==> src/rtl/out_display_pkg.sv <==
// Shared types and segment encoding for the output-register display block.
// Segment codes are active-low, ordered {g,f,e,d,c,b,a}.
package out_display_pkg;

    typedef enum logic [1:0] {
        ST_IDLE   = 2'd0,
        ST_SHIFT  = 2'd1,
        ST_COMMIT = 2'd2
    } dd_state_t;

    localparam int         DD_STEPS  = 8;
    localparam logic [6:0] SEG_BLANK = 7'b1111111;
    localparam logic [6:0] SEG_MINUS = 7'b0111111;

    function automatic logic [6:0] seg_of(input logic [3:0] d);
        logic [6:0] s;
        case (d)
            4'd0:    s = 7'b1000000;
            4'd1:    s = 7'b1111001;
            4'd2:    s = 7'b0100100;
            4'd3:    s = 7'b0110000;
            4'd4:    s = 7'b0011001;
            4'd5:    s = 7'b0010010;
            4'd6:    s = 7'b0000010;
            4'd7:    s = 7'b1111000;
            4'd8:    s = 7'b0000000;
            4'd9:    s = 7'b0010000;
            default: s = SEG_BLANK;
        endcase
        return s;
    endfunction

endpackage

==> src/rtl/out_display_bin2bcd_dd.sv <==
// Sequential double-dabble converter: 8 shift cycles then one commit cycle.
// A start pulse in any state restarts the conversion from the new operand.
module bin2bcd_dd
    import out_display_pkg::*;
(
    input  logic        clk,
    input  logic        rst_n,
    input  logic        start,
    input  logic [7:0]  bin,
    output logic        busy,
    output logic [11:0] bcd,
    output logic        done
);

    dd_state_t   r_state, w_state_nxt;
    logic [19:0] r_sr, w_sr_nxt;
    logic [2:0]  r_cnt, w_cnt_nxt;
    logic [11:0] w_adj;

    always_comb begin
        w_adj = r_sr[19:8];
        for (int i = 0; i < 3; i++) begin
            if (r_sr[8 + 4*i +: 4] >= 4'd5)
                w_adj[4*i +: 4] = r_sr[8 + 4*i +: 4] + 4'd3;
        end
    end

    always_comb begin
        w_state_nxt = r_state;
        w_sr_nxt    = r_sr;
        w_cnt_nxt   = r_cnt;
        if (start) begin
            w_state_nxt = ST_SHIFT;
            w_sr_nxt    = {12'd0, bin};
            w_cnt_nxt   = 3'd0;
        end else begin
            case (r_state)
                ST_SHIFT: begin
                    w_sr_nxt  = {w_adj[10:0], r_sr[7:0], 1'b0};
                    w_cnt_nxt = r_cnt + 3'd1;
                    if (r_cnt == 3'(DD_STEPS - 1))
                        w_state_nxt = ST_COMMIT;
                end
                ST_COMMIT: w_state_nxt = ST_IDLE;
                default:   w_state_nxt = ST_IDLE;
            endcase
        end
    end

    always_ff @(posedge clk or negedge rst_n) begin
        if (!rst_n) begin
            r_state <= ST_IDLE;
            r_sr    <= '0;
            r_cnt   <= '0;
        end else begin
            r_state <= w_state_nxt;
            r_sr    <= w_sr_nxt;
            r_cnt   <= w_cnt_nxt;
        end
    end

    assign busy = (r_state != ST_IDLE);
    assign done = (r_state == ST_COMMIT);
    assign bcd  = r_sr[19:8];

endmodule

==> src/rtl/out_display.sv <==
// Output register with BCD conversion and a 4-digit multiplexed 7-segment driver.
// Define OUT_DISPLAY_SIGNED_EN to show out_val as two's complement with a minus sign.
module out_display
    import out_display_pkg::*;
#(
    parameter int REFRESH_DIV = 50000
) (
    input  logic       CLK,
    input  logic       CLR_n,
    input  logic       Lo,
    input  logic [7:0] bus_in,
    output logic [7:0] out_val,
    output logic       busy,
    output logic [3:0] an,
    output logic [6:0] seg
);

    localparam int CW = (REFRESH_DIV > 1) ? $clog2(REFRESH_DIV) : 1;

    logic [7:0]      r_out_val;
    logic [7:0]      w_bin;
    logic [11:0]     w_bcd;
    logic            w_done;
    logic            w_commit;
    logic [3:0][6:0] r_dig;
    logic [CW-1:0]   r_ref;
    logic [1:0]      r_idx;
    logic [3:0]      w_h, w_t, w_u;

`ifdef OUT_DISPLAY_SIGNED_EN
    assign w_bin = bus_in[7] ? (~bus_in + 8'd1) : bus_in;
`else
    assign w_bin = bus_in;
`endif

    bin2bcd_dd u_dd (
        .clk   (CLK),
        .rst_n (CLR_n),
        .start (Lo),
        .bin   (w_bin),
        .busy  (busy),
        .bcd   (w_bcd),
        .done  (w_done)
    );

    // A load landing on the commit cycle supersedes the finishing conversion.
    assign w_commit = w_done & ~Lo;
    assign {w_h, w_t, w_u} = w_bcd;

    always_ff @(posedge CLK or negedge CLR_n) begin
        if (!CLR_n)
            r_out_val <= 8'd0;
        else if (Lo)
            r_out_val <= bus_in;
    end

    always_ff @(posedge CLK or negedge CLR_n) begin
        if (!CLR_n) begin
            r_dig <= {SEG_BLANK, SEG_BLANK, SEG_BLANK, seg_of(4'd0)};
        end else if (w_commit) begin
            r_dig[0] <= seg_of(w_u);
            r_dig[1] <= (w_t == 4'd0 && w_h == 4'd0) ? SEG_BLANK : seg_of(w_t);
            r_dig[2] <= (w_h == 4'd0) ? SEG_BLANK : seg_of(w_h);
`ifdef OUT_DISPLAY_SIGNED_EN
            r_dig[3] <= r_out_val[7] ? SEG_MINUS : SEG_BLANK;
`else
            r_dig[3] <= SEG_BLANK;
`endif
        end
    end

    always_ff @(posedge CLK or negedge CLR_n) begin
        if (!CLR_n) begin
            r_ref <= '0;
            r_idx <= 2'd0;
        end else if (r_ref == CW'(REFRESH_DIV - 1)) begin
            r_ref <= '0;
            r_idx <= r_idx + 2'd1;
        end else begin
            r_ref <= r_ref + 1'b1;
        end
    end

    assign out_val = r_out_val;
    assign an      = ~(4'b0001 << r_idx);
    assign seg     = r_dig[r_idx];

endmodule
==> config.mk <==
export PLATFORM = sky130hd
export DESIGN_NAME = out_display
export DESIGN_NICKNAME = d
export VERILOG_FILES = /design/src/rtl/out_display_pkg.sv /design/src/rtl/out_display_bin2bcd_dd.sv /design/src/rtl/out_display.sv
export SDC_FILE = /design/constraint.sdc
export NUM_CORES = 1
export LEC_CHECK = 0
export ABC_CLOCK_PERIOD_IN_PS = 1930
export CORE_MARGIN = 5
export CORE_UTILIZATION = 59
export DETAILED_ROUTE_END_ITERATION = 10
export GPL_TIMING_DRIVEN = 0
export PLACE_DENSITY = 0.79
export SLEW_MARGIN = 20
export SYNTH_ARGS = -nofsm -noshare
export SYNTH_HDL_FRONTEND = slang
export SYNTH_HIERARCHICAL = 1
export SYNTH_SLANG_ARGS = --single-unit
==> constraint.sdc <==
create_clock -name CLK -period 1.93 [get_ports CLK]
set_clock_uncertainty 0.1 [all_clocks]
set_input_delay 0.193 -clock CLK [delete_from_list [all_inputs] [get_ports CLK]]
set_output_delay 0.193 -clock CLK [all_outputs]
set_load 0.02 [all_outputs]
==> impl_metrics.tcl <==
set metrics [dict create \
    setup_violations 0 \
    ys_warn_count 6 \
    synth_ff_type "dfrtp_1" \
    cp.required_ns 1.64 \
    drv_slew 0 \
    end_kind "output port" \
    clock_path_buffers 2 \
    vias 3159 \
    power.density_nw_per_um2 673 \
    fp.dieW_um 93.9 \
    start_kind "flip-flop" \
    fmax_ghz 0.536 \
    crit_family "buffers and inverters" \
    grt_pass1_wl_um 14700 \
    cp-endpoint "seg[3]" \
    stdcell_count 568 \
    ff2ff_setup_slack_ns 0.11 \
    nets 507 \
    ir_drop_mv 0.659 \
    io_pins 31 \
    grt_pass1_vias 3125 \
    grt_remaining_overflow 0 \
    place_inst 550 \
    synth_area_um2 4160 \
    netlist_instances 423 \
    syn2layout_area_growth_pct 16.6 \
    async_flop_share_pct 100 \
    num_rows 30 \
    routed_wl_um 8490 \
    dp.final_hpwl_um 6140 \
    cp_slowest_cell "dfrtp_1" \
    cts_tree "done" \
    drive_gt1_share_pct 18.9 \
    status "complete, no violations" \
    power_leakage_nw 2.16 \
    worstReg2RegEnd "r_idx[1]" \
    relSlewSlack_pct 71.0 \
    antenna_found_initial 0 \
    cp.depth 6 \
    drc 0 \
    r2r-start "r_ref[10]" \
    io_buffers 30 \
    drtAntennaViolNets 0 \
    holdCritPathClass "in2async" \
    gr-usage-all-layers_pct 21.2 \
    ys_ff_latch 72 \
    cap_viol_max_count 0 \
    cts_sinks 72 \
    die-area_um2 8830 \
    synth_cell_types 49 \
    cts.clk_slew.worst_paths_ns 0.08 \
    clk_latency_ns 0.36 \
    antennaDiodeCount 0 \
    worstPathArrival_ns 1.57 \
    critPathLaunch "r_idx[1]" \
    period_minus_slack_ns 1.87 \
    grt_max_degree 52 \
    gp_congestion 0.845 \
    clockRootBuffer "clkbuf_8" \
    worst_pin_slew_ns 0.434 \
    synth_edf_count 0 \
    synth.avg_cell_area_um2 9.83 \
    crit_type "reg2out" \
    syn_nets 462 \
    stdcell_area_um2 4850 \
    routedWlPerCell_um 14.9 \
    post_dp_cell_area_um2 4600 \
    r2r_cells 3 \
    period_share_pct 96.7 \
    worstPathCellList "clkbuf_8, inv_1, nand2_4, nor2_1, a21oi_1, clkdlybuf4s15_2" \
    htree_levels 3 \
    coreArea_um2 6830 \
    yosysSeqAreaShare_pct 43.8 \
    hold-worst-slack_ns 0.177 \
    crit_path_max_incr_delay_ns 0.38 \
    critPathMaxFanout 9 \
    drt-pass1-iter-count 4 \
    path_buf_inv 3 \
    die_h_um 93.9 \
    p_total_mw 3.26 \
    initial_core_util_pct 60.9 \
    setup_tns_ns 0 \
    report.final.hold_viol_count 0 \
    viasPerCell 5.56 \
    drt_iter0_markers 166 \
    numCtsBuffers 9 \
]
-- final cells by class --
type | instances | area [µm²]
multi-input combinational | 293 | 2060
fill | 562 | 1980
sequential | 72 | 1820
timing repair buffer | 34 | 308
buffer | 28 | 199
clock buffer | 10 | 138
tap | 96 | 120
inverter | 30 | 118
clock inverter | 5 | 81.3
-- metal layers --
layer	vias up	wire (µm)	part of all wire, %	track usage, %
li1	1533	-	-	-
met1	1534	3800	45	26.8
met2	71	4120	49	34.7
met3	21	399	4.7	6.41
met4	0	165	1.9	7.10
met5	-	0	0	0
-- power by group --
| group | switching [mW] | leakage, nW | internal (mW) |
|---|---|---|---|
| registers | 0.0310 | 0.894 | 1.56 |
| clock network | 0.585 | 0.108 | 0.756 |
| logic | 0.180 | 1.15 | 0.151 |
-- metrics by stage --
step                setup slack, ns  utilization, %
finish                       0.0630            71.0
global route               -0.00197            71.0
CTS                         0.00995            71.0
detailed placement           -0.426            67.4
global placement              -1.86            67.0
floorplan                     0.155               -
-- cells in the mapped netlist, types with 2 or more instances --
master      n  area, µm²
o21bai_1    3       22.5
o31ai_1     2       15.0
a221oi_1    2       17.5
nor3_1      4       20.0
nor3b_1     2       15.0
or3_1       9       56.3
ha_1       28        350
nand4_1     4       25.0
o211ai_1    7       52.6
buf_6       2       22.5
inv_1      29        109
o22a_1     10       87.6
o21ai_0    14       70.1
a21o_1      2       15.0
buf_4      13       97.6
dfrtp_1    57       1430
dfstp_2    15        394
o2111ai_1   6       52.6
nand2b_1    4       25.0
o21ai_1    11       55.1
nor4_1      3       18.8
buf_2       5       25.0
nor2b_1    16        100
o41ai_2     2       32.5
nor2_1     31        116
xor2_1      6       52.6
o21a_1      3       22.5
mux2_2      9        101
and2_1      3       18.8
xnor2_1    13        114
nand3_1    10       50.1
nand2_1    39        146
clkbuf_1    7       26.3
a21oi_1    20        100
o22ai_1     3       18.8
mux2i_1    16        160
-- repair_timing --
item | 4_1_cts | 5_1_grt
endpoints found under the hold margin | 61 | 0
hold buffers | 1 | 0
pin swaps | 0 | 2
gates resized for setup | 37 | 15
endpoints found under the setup margin | 12 | 32
buffers inserted | 0 | 2
gates cloned | 0 | 0
-- layout by cell type (no fill, tap or decap), types with 6 or more instances in the layout --
cell type / n
dfrtp_1: 56
nand2_1: 38
nor2_1: 30
inv_1: 29
ha_1: 28
a21oi_1: 20
clkdlybuf4s50_1: 17
buf_4: 16
nor2b_1: 16
mux2i_1: 16
dfstp_2: 15
xnor2_1: 13
o21ai_0: 13
o21ai_1: 12
clkbuf_8: 11
buf_2: 11
o22a_1: 10
nand3_1: 9
mux2_2: 9
or3_1: 9
o211ai_1: 7
xor2_1: 6
o2111ai_1: 6
-- sequential cells by signal, indices dropped and copies added (netlist names) --
signal / count
out_val: 8
r_dig: 21
r_idx: 2
r_ref: 16
u_dd/r_cnt: 3
u_dd/r_sr: 20
u_dd/r_state: 2
-- worst min path at each step --
stage | end | cells after the start | slack (ns) | from
final | out_val[6] | 2 | 0.18 | CLR_n
after global routing | u_dd/r_sr[14] | 2 | 0.19 | CLR_n
after CTS | out_val[6] | 2 | 0.19 | CLR_n
after detailed placement | u_dd/r_sr[18] | 1 | 0.02 | CLR_n
after global placement | r_dig[18] | 2 | 0.35 | r_dig[18]
after floorplan | out_val[0] | 0 | -0.20 | CLR_n
-- kinds of logic after synthesis --
logic type / share of synthesized area [%]
buffers and inverters: 7.19
adders and majority gates: 8.43
muxes: 6.29
AOI/OAI and AO/OA: 14.1
and+or+nand+nor: 16.2
DFF: 43.8
xor gates and xnor gates: 4.00
No activity file was read; power rests on OpenSTA's default activity.
